## config.mk

```make
export PLATFORM = sky130hd
export DESIGN_NAME = sd_cmd_resp_rx
export DESIGN_NICKNAME = d
export VERILOG_FILES = /design/src/rtl/sd_cmd_resp_rx.sv
export SDC_FILE = /design/constraint.sdc
export NUM_CORES = 1
export LEC_CHECK = 0
export CAP_MARGIN = 0
export CORE_ASPECT_RATIO = 1.1
export CORE_MARGIN = 4
export CORE_UTILIZATION = 58
export DETAILED_ROUTE_END_ITERATION = 10
export GPL_TIMING_DRIVEN = 1
export PLACE_DENSITY = 0.91
export SYNTH_ARGS = -nofsm -noshare
export SYNTH_HDL_FRONTEND = slang
export SYNTH_SLANG_ARGS = --single-unit
```

## constraint.sdc

```tcl
create_clock -name CLK -period 3.31 [get_ports CLK]
set_input_delay 0.331 -clock CLK [delete_from_list [all_inputs] [get_ports CLK]]
set_output_delay 0.331 -clock CLK [all_outputs]
set_load 0.03 [all_outputs]
```

## src/rtl/sd_cmd_resp_rx.sv

```systemverilog
// SD card CMD-line response receiver: waits for a start bit, deserialises a
// 48-bit response frame, checks CRC7 and framing, and reports via Done and flags.
module sd_cmd_resp_rx #(
   parameter int unsigned NCR_MAX = 64
) (
   input  logic        CLK,
   input  logic        RST,
   input  logic        Start,
   input  logic        BITEN,
   input  logic        CMD_IN,
   output logic        Busy,
   output logic        Done,
   output logic        Timeout,
   output logic        Crc_Err,
   output logic        Frame_Err,
   output logic [5:0]  Index,
   output logic [31:0] Arg,
   output logic [6:0]  Crc_Rx
);

   localparam int unsigned WCW = ($clog2(NCR_MAX + 1) > 7) ? $clog2(NCR_MAX + 1) : 7;

   typedef enum logic [1:0] {
      IDLE,
      WAIT_START,
      RECEIVE,
      DONE
   } state_t;

   state_t           state_q, state_d;
   logic [WCW-1:0]   wait_cnt_q, wait_cnt_d;
   logic [WCW-1:0]   wait_inc;
   logic [5:0]       bit_cnt_q, bit_cnt_d;
   logic [6:0]       crc_q, crc_d;
   logic             busy_q, busy_d;
   logic             done_q, done_d;
   logic             timeout_q, timeout_d;
   logic             crc_err_q, crc_err_d;
   logic             frame_err_q, frame_err_d;
   logic [5:0]       index_q, index_d;
   logic [31:0]      arg_q, arg_d;
   logic [6:0]       crc_rx_q, crc_rx_d;

   function automatic logic [6:0] crc7_step(input logic [6:0] crc, input logic din);
      logic fb;
      fb = din ^ crc[6];
      return {crc[5:0], 1'b0} ^ (fb ? 7'h09 : 7'h00);
   endfunction

   assign wait_inc = wait_cnt_q + WCW'(1);

   always_comb begin
      state_d     = state_q;
      wait_cnt_d  = wait_cnt_q;
      bit_cnt_d   = bit_cnt_q;
      crc_d       = crc_q;
      busy_d      = busy_q;
      done_d      = 1'b0;
      timeout_d   = timeout_q;
      crc_err_d   = crc_err_q;
      frame_err_d = frame_err_q;
      index_d     = index_q;
      arg_d       = arg_q;
      crc_rx_d    = crc_rx_q;

      case (state_q)
         IDLE: begin
            if (Start) begin
               state_d     = WAIT_START;
               busy_d      = 1'b1;
               timeout_d   = 1'b0;
               crc_err_d   = 1'b0;
               frame_err_d = 1'b0;
               wait_cnt_d  = '0;
            end
         end

         WAIT_START: begin
            if (BITEN) begin
               if (!CMD_IN) begin
                  // Start bit is 0, so the CRC seeded from zero stays zero after it.
                  state_d   = RECEIVE;
                  bit_cnt_d = 6'd1;
                  crc_d     = '0;
               end else if (wait_inc == WCW'(NCR_MAX)) begin
                  timeout_d = 1'b1;
                  state_d   = DONE;
                  busy_d    = 1'b0;
                  done_d    = 1'b1;
               end else begin
                  wait_cnt_d = wait_inc;
               end
            end
         end

         RECEIVE: begin
            if (BITEN) begin
               bit_cnt_d = bit_cnt_q + 6'd1;
               if (bit_cnt_q <= 6'd39) begin
                  crc_d = crc7_step(crc_q, CMD_IN);
               end
               if (bit_cnt_q == 6'd1) begin
                  if (CMD_IN) begin
                     frame_err_d = 1'b1;
                  end
               end else if (bit_cnt_q <= 6'd7) begin
                  index_d = {index_q[4:0], CMD_IN};
               end else if (bit_cnt_q <= 6'd39) begin
                  arg_d = {arg_q[30:0], CMD_IN};
               end else if (bit_cnt_q <= 6'd46) begin
                  crc_rx_d = {crc_rx_q[5:0], CMD_IN};
               end else begin
                  crc_err_d = (crc_q != crc_rx_q);
                  if (!CMD_IN) begin
                     frame_err_d = 1'b1;
                  end
                  state_d = DONE;
                  busy_d  = 1'b0;
                  done_d  = 1'b1;
               end
            end
         end

         DONE: begin
            state_d = IDLE;
         end

         default: begin
            state_d = IDLE;
            busy_d  = 1'b0;
         end
      endcase
   end

   always_ff @(posedge CLK or negedge RST) begin
      if (!RST) begin
         state_q     <= IDLE;
         wait_cnt_q  <= '0;
         bit_cnt_q   <= '0;
         crc_q       <= '0;
         busy_q      <= 1'b0;
         done_q      <= 1'b0;
         timeout_q   <= 1'b0;
         crc_err_q   <= 1'b0;
         frame_err_q <= 1'b0;
         index_q     <= '0;
         arg_q       <= '0;
         crc_rx_q    <= '0;
      end else begin
         state_q     <= state_d;
         wait_cnt_q  <= wait_cnt_d;
         bit_cnt_q   <= bit_cnt_d;
         crc_q       <= crc_d;
         busy_q      <= busy_d;
         done_q      <= done_d;
         timeout_q   <= timeout_d;
         crc_err_q   <= crc_err_d;
         frame_err_q <= frame_err_d;
         index_q     <= index_d;
         arg_q       <= arg_d;
         crc_rx_q    <= crc_rx_d;
      end
   end

   assign Busy      = busy_q;
   assign Done      = done_q;
   assign Timeout   = timeout_q;
   assign Crc_Err   = crc_err_q;
   assign Frame_Err = frame_err_q;
   assign Index     = index_q;
   assign Arg       = arg_q;
   assign Crc_Rx    = crc_rx_q;

endmodule

```

### After elaboration in Yosys (flattened, before gate mapping)

Index checks and enable logic that the tools add are counted.
Widths: inputs -> output; s select.

| word-level totals | value |
|---|---|
| bits in writable memories | 0 |
| input bits | 5 |
| latch bits | 0 |
| word-level logic and storage cells | 125 |
| memory bits (read-only) | 0 |
| output and inout bits | 50 |
| register bits after elaboration | 72 |
| memories kept | 0 |

| cells by class | value |
|---|---|
| shift operators | 0 |
| equality and inequality tests | 24 |
| magnitude comparators | 3 |
| reductions and logical operators | 16 |
| add/sub/neg operators | 2 |
| divide/modulo/power cells | 0 |
| muxes and demuxes | 63 |
| bitwise operators | 5 |
| $mul | 0 |

Operators with widths:

| kind | number |
|---|---|
| $mux 7 | 8 |
| $mux 1 | 33 |
| $pmux 7 s2 | 2 |
| $ne 2x2->1 const B | 12 |
| $reduce_and 5->1 | 4 |
| $mux 2 | 9 |
| $mux 6 | 3 |
| $ne 3x3->1 const B | 6 |
| $reduce_and 8->1 | 2 |
| $le 6x6->1 const B | 2 |
| $pmux 6 s2 | 1 |
| $reduce_and 10->1 | 1 |
| $pmux 1 s2 | 4 |
| $pmux 2 s4 | 1 |
| $reduce_and 4->1 | 2 |
| $add 7x1->7 const B | 1 |
| $eq 7x7->1 const B | 1 |
| $ne 7x7->1 | 1 |
| $reduce_and 7->1 | 1 |
| $xor 7x4->7 | 1 |
| $add 6x1->6 const B | 1 |
| $eq 6x1->1 const B | 1 |
| $le 6x3->1 const B | 1 |
| $reduce_and 6->1 | 1 |
| 9 further kinds | 14 |

### Logic depth before layout (Yosys ltp)

| logic depth | value |
|---|---|
| depth in word-level cells | 7 |
| gate-level depth with buffers | 9 |
| depth with buffers taken out | 7 |

### Worst setup path before layout

Ideal clock, no wire load.

| path | value |
|---|---|
| path kind | reg-to-reg |
| start point | register state_q[0] |
| end point | register wait_cnt_q[3] |
| path slack | 1.437 ns |
| stages on the path, launching flop included | 7 |
| setup time | 0.126 ns |
| buffers on the path | 1 |
| data arrival time | 1.747 ns |
| period minus slack after synthesis | 1.873 ns |
| required time | 3.184 ns |
| cell sequence | dfrtp_1 > inv_1 > ha_1 > nor2b_1 > or3_1 > clkbuf_1 > a221o_1 |

| on the way | value |
|---|---|
| longest elaborated chain between the ends | 3 |
| elaborated cells between the ends (all ways) | 9 |
| those cells by class | eq/ne (5); mux (1); reduce/logical (3) |

RTL lines:

| element | RTL line | RTL |
|---|---|---|
| start: declaration | 30 | `state_t state_q, state_d;` |
| start signal: assignment | 150 | `state_q <= state_d;` |
| $eq 2x1->1 or $logic_not 2->1 (tied branches) | 66 | `case (state_q)` |
| $ne 2x2->1 (no line) or $reduce_bool 2->1 (tied branches) | - |  |
| $reduce_and 5->1 (no line) | - |  |
| end signal: assignment | 151 | `wait_cnt_q <= wait_cnt_d;` |
| end: declaration | 31 | `logic [WCW-1:0] wait_cnt_q, wait_cnt_d;` |

Parallel ways exist; a longest one is shown, timed or not.
A chain may end at the register's enable or synchronous reset.

### Final worst setup path

| path | value |
|---|---|
| start point | register state_q[1] |
| end point | register crc_q[4] |

| on the way | value |
|---|---|
| longest elaborated chain between the ends | 3 |
| elaborated cells between the ends (all ways) | 9 |
| those cells by class | eq/ne (6); mux (1); reduce/logical (2) |

RTL lines:

| element | RTL line | RTL |
|---|---|---|
| $eq 2x2->1 or $eq 2x1->1 (tied branches) | 66 |  |
| $ne 2x2->1 (no line) or $reduce_bool 2->1 (tied branches) | - |  |
| $reduce_and 5->1 (no line) | - |  |
| end signal: assignment | 153 | `crc_q <= crc_d;` |
| end: declaration | 34 | `logic [6:0] crc_q, crc_d;` |

Parallel ways exist; a longest one is shown, timed or not.

==> results.cfg <==
[timing]
setup_viol_count_final = 0
fin_crit_ns = 2.40
rsz0062_at_grt = false
min_period_over_period = 0.725
skew_ns = 0.00657
hold_violations = 0
layout_setup_ws_ns = 0.910
slew_violations = 0
final.setup.tns_ns = 0
fmax_mhz = 417
slew_headroom = 0.554
worst_pin_slew_ns = 0.664

[final_layout]
fin_nets = 376
fin_cells = 444
nFillCells = 399
final_util = 0.735
drive_above_1_share = 0.207
syn2layout_area_growth_pct = 21.3
diodes = 0
design_area_sq_um = 4320

[worst_setup_path]
r2r_slack_ns = 0.91
crit_type = flop to flop
slowest_stage = ha_1
critPathTopFamily = compound AO/OA/AOI/OAI gates
start_kind = flop
cp.required_ns = 3.60
path_max_fanout = 17
worst_setup_path_end_kind = flop
arrival_ns = 2.69
slowest_delay_ns = 0.54
path_cells = inv_1 -> ha_1 -> nand2_1 -> o211ai_1 -> o21bai_1 -> a22o_1
cp.buffers_inverters = 1

[routing]
wl_microns = 7200
wire_per_inst_microns = 16.2
dr_wl_met2_microns = 3440
drt_iter0_markers = 202
ant_nets = 0
met3_length_microns = 476
drc = 0
vias = 2601
firstDrtPassIters = 4
wl_met1_microns = 3210
top_layer = met4
routed_via_density = 5.86

[placement]
hpwl_microns = 5080
place_inst = 428
port_buffers = 54
pre_cts_ws_ns = 0.973
gp_congestion = 0.857
dpl_cell_area_sq_um = 4120

[global_routing]
grt_pass1_vias = 2537
grtUsageTotal = 0.209
grt_pass1_wl_microns = 12100
gr-total-overflow = 0
antenna_found_initial = 0
grt_max_degree = 44

[logic_synthesis]
yosysTopAreaCell = dfrtp_1
synth_seq_cells = 72
synth_nets = 322
synthCells = 308
synth_warnings = 0
synth_top_area_frac = 0.506
synthesis.area_sq_um = 3560
async_flop_share = 1.00
ys.flop_type = dfrtp_1
ys_types = 56
synth-edff-count = 0
avgSynthCellArea_sq_um = 11.6
ys_top_cells_by_area = dfrtp_1, mux2_2, ha_1, nand2_1, a22o_1
ys_seq_area_frac = 0.506

[pwr]
ir_drop_mv = 0.525
powerDensity_nw_per_um2 = 665
leakage_nw = 2.00

[clock_tree]
clock_latency_ns = 0.35
cts_tree = built
htree_num_levels = 3
numCtsBuffers = 9
post_cts_buffers = 0
cts-resized-gates = 0
holdBufCountCts = 0
cts.path.max_buffers = 2
cts.sinks = 72
clockRootBuffer = clkbuf_8
clk_pin_slew_ns = 0.08

[run]
drv_cap = 0

[floorplanning]
start_util = 0.606
row_count = 29
core_sq_um = 5880
die_x_microns = 82.7
die_h_microns = 90.2
io_pins = 55
dieArea_sq_um = 7460

[run_status]
status = finished, final reports clean

[worst_hold_path]
hp-class = input port to asynchronous set/reset pin
==> kinds of logic after synthesis <==
kind of cell               after synthesis  share of synthesized area
and+or+nand+nor                         79                      0.114
DFF                                     72                      0.506
AOI/OAI and AO/OA                       65                      0.136
muxes                                   47                      0.148
buffers and inverters                   25                     0.0383
xor gates and xnor gates                11                     0.0271
adders and majority gates                9                     0.0316
==> layout by cell type, fill, tap and decap left out, drive strengths merged, types with 4 or more instances in the layout <==
master | Yosys | routed
clkdlybuf4s50 | 0 | 53
dfrtp | 72 | 72
nor2 | 15 | 15
nor3 | 11 | 11
ha | 9 | 9
nand3 | 9 | 9
nand2 | 24 | 24
o21ai | 15 | 15
clkbuf | 5 | 10
a21oi | 10 | 10
xor2 | 6 | 6
nand3b | 4 | 4
inv | 12 | 14
a22o | 9 | 9
mux2 | 44 | 44
xnor2 | 5 | 5
o31ai | 4 | 4
==> layer usage <==
layer / global-route usage / vias to the layer above
li1: - / 1225
met1: 0.282 / 1266
met2: 0.322 / 101
met3: 0.0610 / 9
met4: 0.0654 / 0
met5: 0 / -
==> worst paths after layout <==
check / start / cells past startpoint / to
max: state_q[1] / 6 / crc_q[4]
min: RST / 1 / Arg[27]
max reg2reg: state_q[1] / 6 / crc_q[4]
min in group CLK: Busy / 2 / Busy
max in group asynchronous: RST / 2 / Arg[20]
min reg2reg: Busy / 2 / Busy
==> cell type report <==
type	instances	area (sq um)	area share
Timing Repair Buffer	56	551	0.127
Clock buffer	10	138	0.0319
Clock inverter	6	65.1	0.0151
Sequential cell	72	1800	0.417
Inverter	12	45.0	0.0104
Multi-Input combinational cell	211	1620	0.376
Tap cell	77	96.3	0.0223
==> per-stage QoR <==
| stage | hold slack (ns) | power [mW] |
|---|---|---|
| global route | 0.0447 | 3.06 |
| floorplan | 0.0354 | 1.90 |
| detailed placement | 0.409 | 2.16 |
| finish | 0.0103 | 2.87 |
| global placement | 0.394 | 2.12 |
| CTS | 0.0244 | 2.88 |
==> synthesized netlist by cell type (2+ instances only) <==
| cell | instances |
|---|---|
| a211oi_1 | 2 |
| a21o_2 | 2 |
| a21oi_1 | 9 |
| a221o_1 | 2 |
| a22o_1 | 9 |
| a31o_2 | 2 |
| a31oi_1 | 3 |
| a41oi_1 | 2 |
| and3_1 | 2 |
| buf_2 | 6 |
| clkbuf_1 | 2 |
| clkbuf_8 | 2 |
| dfrtp_1 | 72 |
| ha_1 | 9 |
| inv_1 | 12 |
| mux2_2 | 44 |
| mux2i_1 | 3 |
| nand2_1 | 24 |
| nand3_1 | 9 |
| nand3b_1 | 3 |
| nor2_1 | 14 |
| nor2b_1 | 3 |
| nor3_1 | 10 |
| o211ai_1 | 3 |
| o21ai_0 | 15 |
| o31ai_1 | 4 |
| or3_1 | 2 |
| xnor2_1 | 5 |
| xor2_1 | 6 |
==> where the power goes <==
| group | total, mW | switching [mW] | internal [mW] |
|---|---|---|---|
| logic | 0.986 | 0.573 | 0.413 |
| registers | 1.17 | 0.165 | 1.01 |
| clock network | 0.714 | 0.343 | 0.371 |
==> sequential cells by signal (all words and copies together) (netlist names) <==
signal / count
Crc_Err: 1
wait_cnt_q: 7
Index: 6
Frame_Err: 1
Crc_Rx: 7
Busy: 1
bit_cnt_q: 6
crc_q: 7
Done: 1
Arg: 32
Timeout: 1
state_q: 2
Note: power is estimated with default switching activity, not from simulation.
==> edit 1 (same settings) <==
Register the output `Crc_Err` once more, with the module's reset; this adds one clock of latency there. The other outputs are not delayed to match.
--- a/src/rtl/sd_cmd_resp_rx.sv
+++ b/src/rtl/sd_cmd_resp_rx.sv
@@ -167,3 +167,9 @@
    assign Timeout   = timeout_q;
-   assign Crc_Err   = crc_err_q;
+   always_ff @(posedge CLK or negedge RST) begin
+      if (!RST) begin
+         Crc_Err <= '0;
+      end else begin
+         Crc_Err <= crc_err_q;
+      end
+   end
    assign Frame_Err = frame_err_q;
Behaviour: no difference found for any inputs over 4 cycles, from zero or initial values and one cycle with RST low; that may be too few to reach the edited logic, so the function may still have changed.
==> edit 1 against the original RTL <==
Worst setup slack improved by 0.19 ns. Area after synthesis decreased by 2.6%. Sequential cell count increased by 1. Power decreased by 10%. Core utilization increased by 0.32 points. Count of clock-buffer cells in the layout unchanged. Wire length decreased by 1.9%. Cell area decreased by 1.4%. Critical endpoint is now Crc_Rx[0]. Maximum frequency increased by 8.4%.
==> edit 1: results (changes against the original RTL) <==
status: "finished, final reports clean"  # unchanged
arrival_ns: 2.45  # was 2.69 ns
timing.rr.start: "state_q[0]"  # was state_q[1]
yosys-top-cells-area: "dfrtp_1 53%, mux2_2 15%, ha_1 3.2%, nand2_1 3.2%, o21ai_0 2.6%"  # was dfrtp_1 51%, mux2_2 14%, ha_1 3.2%, nand2_1 2.5%, a22o_1 2.2%
ir_drop_mv: 0.320  # was 0.525 mV
synthArstFlopShare: 1.00  # unchanged
root_buffer: "clkbuf_8"  # unchanged
grt_pass1_vias: 2383  # was 2537
post-dp-hpwl_mm: 4.91  # was 5.08 mm
ys_seq_area_frac: 0.527  # was 0.506
drive_gt1_frac: 0.223  # was 0.207
drt_iter0_drc: 161  # was 202
place_congestion: 0.825  # was 0.857
clkTransAtPathRegs_ns: 0.08  # about the same
yosys-top-cells-count: "73 x dfrtp_1, 46 x mux2_2, 30 x nand2_1"  # was 72 x dfrtp_1, 44 x mux2_2, 24 x nand2_1
n_antenna_cell: 0  # unchanged
clk_latency_ns: 0.35  # about the same
critPathMaxStageDelay_ns: 0.58  # was 0.54 ns
cp_slowest_cell: "nor4b_4"  # was ha_1
place_area_um2: 4080  # was 4120 um^2
syn_nets: 304  # was 322
largest_reg_flops: 32  # unchanged
first_pass_iters: 4  # unchanged
cts-resized-gates: 0  # unchanged
portBuffers: 54  # unchanged
grt_first_pass_wirelength_mm: 11.4  # was 12.1 mm
path_class: "flop to flop"  # unchanged
nNetsFinal: 363  # was 376
max_slew_margin: 0.635  # was 0.554
skew_ns: 0.0118  # was 0.00657 ns
nFillCells: 357  # was 399
ys_warn_count: 0  # unchanged
min_path_type: "primary input to async pin"  # unchanged
cp_top_family: "simple AND/OR/NAND/NOR gates"  # was compound AO/OA/AOI/OAI gates
vias_per_cell: 5.61  # was 5.86
antenna_found_initial: 0  # unchanged
grt_max_degree: 42  # was 44
clk_path_buf_depth: 2  # unchanged
power.leakage_nw: 1.97  # was 2.00 nW
wl_per_cell_um: 16.4  # was 16.2 um
cts_made_buffers: 9  # unchanged
final_hold_viol_count: 0  # unchanged
crit_fanout: 8  # was 17
grt_use_total: 0.212  # was 0.209
htree_num_levels: 3  # unchanged
synth_cell_types: 47  # was 56
[edit 1: changes by cell type after synthesis, moves of 3 or more]
cell / change
a22o_1: -7
a22oi_1: +7
nand2_1: +6
nor3_1: -5
a21oi_1: -3
inv_1: -3
nand3_1: -3
o21ai_0: +3
[edit 1: kinds of logic (layout without fill, tap and decap cells)]
kind of cell,after synthesis,after routing,synth area share
and+or+nand+nor,75,75,0.122
DFF,73,73,0.527
muxes,53,53,0.171
AOI/OAI and AO/OA,49,49,0.0960
buffers and inverters,22,86,0.0296
adders and majority gates,9,9,0.0325
xor gates and xnor gates,9,9,0.0227
[edit 1: layer usage]
layer  wire length [um]  track usage  share of wire  vias up
met2               3610        0.349           0.51       53
met3                245       0.0413          0.035       21
li1                   -            -              -     1160
met1               2940        0.251           0.42     1186
met5                  0            0              0        -
met4                268        0.140          0.038        0
[edit 1: metrics by stage]
stage                     cells  hold WS (ns)  setup WS (ns)   util  power (mW)
after CTS                   431         0.383           1.10  0.738        2.59
final                       431         0.388           1.10  0.738        2.58
after detailed placement    414         0.233           1.11  0.707        1.97
after global placement      414         0.230           1.15  0.707        1.92
after floorplan             290        0.0354           1.38      -        1.71
after global routing        431         0.415          0.951  0.738        2.74
[edit 1: power by group]
| group | switching (mW) | total [mW] | internal, mW |
|---|---|---|---|
| combinational | 0.499 | 0.843 | 0.344 |
| sequential | 0.123 | 1.12 | 0.995 |
| clock | 0.343 | 0.618 | 0.274 |
| total | 0.965 | 2.58 | 1.61 |
[edit 1: final cells by class]
type | count | area, um^2 | area share
flip-flops and latches | 73 | 1830 | 0.429
multi-input cells | 195 | 1540 | 0.361
repair buffers | 61 | 591 | 0.139
clock buffers | 10 | 128 | 0.0300
well taps | 77 | 96.3 | 0.0226
clock inverters | 6 | 43.8 | 0.0103
inverters | 9 | 33.8 | 0.00793
[edit 1: what timing repair did]
action / in CTS / in global routing
hold buffers: 1 / 0
hold endpoints to repair: 12 / 0
setup buffers: 0 / 0
[edit 1: final timing paths]
kind	slack [ns]	to	cells past startpoint
min	0.39	Index[5]	2
min reg2reg	0.44	Crc_Err	0
min in group CLK	0.44	Crc_Err	0
max in group asynchronous	2.12	Arg[7]	3
max reg2reg	1.10	Crc_Rx[0]	5
max	1.10	Crc_Rx[0]	5
==> edit 2 (config.mk and constraints unchanged) <==
Made on the original files. `NCR_MAX`: 64 -> 32.
--- a/src/rtl/sd_cmd_resp_rx.sv
+++ b/src/rtl/sd_cmd_resp_rx.sv
@@ -3,3 +3,3 @@
 module sd_cmd_resp_rx #(
-   parameter int unsigned NCR_MAX = 64
+   parameter int unsigned NCR_MAX = 32
 ) (
Check against the original RTL: same outputs for any inputs over 4 cycles, from zero or initial values and one cycle with RST low; that may be too few to reach the edited logic, so the function may still have changed.
==> edit 2 against the original RTL <==
The flow now finishes with violations (negative hold slack). Worst setup slack worse by 0.35 ns. Hold slack worse by 0.019 ns. Sequential cell count stayed put. Highest routed layer unchanged. Cell area is 2.4% higher. Via count is 0.15% lower. Critical path type unchanged. Area after synthesis is 5.5% higher. Power is 22% higher. Wire length is 12% higher. Non-clock buffer count stayed put.
==> edit 2: results (changes against the original RTL) <==
dp.cells: 423  # was 428
ys_seq_area_frac: 0.480  # was 0.506
power.leakage_nw: 2.07  # was 2.00 nW
ir_drop_mv: 0.404  # was 0.525 mV
min_path_type: "primary input to async pin"  # unchanged
synth_cell_types: 54  # was 56
crit_fanout: 33  # was 17
final_hold_viol_count: 3  # was 0
failed_checks: "negative hold slack"
nFillCells: 445  # was 399
first_pass_iters: 4  # unchanged
place_ws_ns: 0.634  # was 0.973 ns
avgSynthCellArea_um2: 12.4  # was 11.6 um^2
switching_share: 0.422  # was 0.376
syn2layout_area_growth_pct: 17.8  # was 21.3%
clk_latency_ns: 0.34
yosys-top-cells-count: "72 x dfrtp_1, 28 x mux2_4, 23 x nand2_1"  # was 72 x dfrtp_1, 44 x mux2_2, 24 x nand2_1
grt_first_pass_wirelength_mm: 13.2  # was 12.1 mm
worstSetupStartpoint: "state_q[0]"  # was state_q[1]
clk_path_buf_depth: 2  # unchanged
status: "finished with violations"  # was finished, final reports clean
drive_gt1_frac: 0.217  # was 0.207
antenna_found_initial: 0  # unchanged
post-cts-setup-buffers: 0  # unchanged
synthArstFlopShare: 1.00  # unchanged
route.final.wire_length_mm: 8.03  # was 7.20 mm
portBuffers: 54  # unchanged
cts-resized-gates: 0  # unchanged
place_congestion: 0.835  # was 0.857
htree_num_levels: 3  # unchanged
whs_ns: -0.00832  # was 0.0103 ns
drt_iter0_drc: 203  # was 202
skew_ns: 0.00641  # was 0.00657 ns
n_antenna_cell: 0  # unchanged
syn_nets: 317  # was 322
post-dp-hpwl_mm: 5.63  # was 5.08 mm
largest_reg_flops: 32  # unchanged
grt_pass1_vias: 2545  # was 2537
clkTransAtPathRegs_ns: 0.08  # about the same
grt_max_degree: 47  # was 44
grt_use_total: 0.215  # was 0.209
worst_slew_pin_slew_ns: 0.986  # was 0.664 ns
cts_made_buffers: 9  # unchanged
nNetsFinal: 368  # was 376
ys_warn_count: 0  # unchanged
yosys-top-cells-area: "dfrtp_1 48%, mux2_4 11%, mux2_2 4.5%, buf_6 3.0%, ha_1 3.0%"  # was dfrtp_1 51%, mux2_2 14%, ha_1 3.2%, nand2_1 2.5%, a22o_1 2.2%
via_count: 2597  # was 2601
root_buffer: "clkbuf_8"  # unchanged
setup_tns_ns: 0  # unchanged
hold_buffers: 0  # unchanged
wl_per_cell_um: 18.3  # was 16.2 um
[edit 2: critical path, cell delays in order, from the launching register on]
cell,delay [ns]
dfrtp_1,0.44
inv_1,0.12
ha_1,0.42
nand2_1,0.23
or3_2,0.96
mux2_4,0.45
[edit 2: layout make-up]
| class | count | area (um^2) | share of cell area |
|---|---|---|---|
| Sequential cell | 72 | 1800 | 0.407 |
| Multi-Input combinational cell | 203 | 1760 | 0.397 |
| Timing Repair Buffer | 56 | 551 | 0.124 |
| Clock buffer | 11 | 131 | 0.0297 |
| Tap cell | 80 | 100 | 0.0226 |
| Inverter | 12 | 50.0 | 0.0113 |
| Clock inverter | 5 | 33.8 | 0.00764 |
[edit 2: layer usage]
layer | up-vias | track usage | share of wire
li1 | 1202 | - | -
met1 | 1294 | 0.269 | 0.41
met2 | 85 | 0.369 | 0.52
met3 | 16 | 0.0445 | 0.046
met4 | 0 | 0.0752 | 0.019
met5 | - | 0 | 0
[edit 2: cell families (layout without fill, tap and decap cells)]
family / after synthesis / count (layout) / share of synthesized area
AOI/OAI and AO/OA: 68 / 68 / 0.147
DFF: 72 / 72 / 0.480
buffers and inverters: 28 / 84 / 0.0530
adders and majority gates: 9 / 9 / 0.0300
and+or+nand+nor: 67 / 67 / 0.0943
xor gates and xnor gates: 11 / 11 / 0.0256
muxes: 48 / 48 / 0.170
[edit 2: path summary, 6_finish.rpt]
kind,end,slack (ns),depth (start not counted)
setup / recovery,Arg[28],0.56,5
hold / removal,Arg[30],-0.008,1
setup reg to reg,Arg[28],0.56,5
hold reg to reg,Arg[31],0.51,1
max in group asynchronous,Arg[7],2.30,2
min in group CLK,Arg[31],0.51,1
[edit 2: power by group through the flow]
stage	Sequential, mW	Combinational, mW	Clock (mW)
2_1_floorplan	1.47	1.01	0
3_3_place_gp	1.33	1.49	0
3_5_place_dp	1.34	1.55	0
4_1_cts	1.33	1.56	0.613
5_1_grt	1.37	1.68	0.663
6_report	1.34	1.56	0.606
[edit 2: through the flow]
| stage | instance area [um^2] | hold slack, ns |
|---|---|---|
| after CTS | 4420 | 0.00355 |
| after global placement | 4260 | 0.364 |
| after global routing | 4420 | 0.0112 |
| after detailed placement | 4260 | 0.380 |
| final | 4420 | -0.00832 |
| after floorplan | 3760 | 0.0354 |
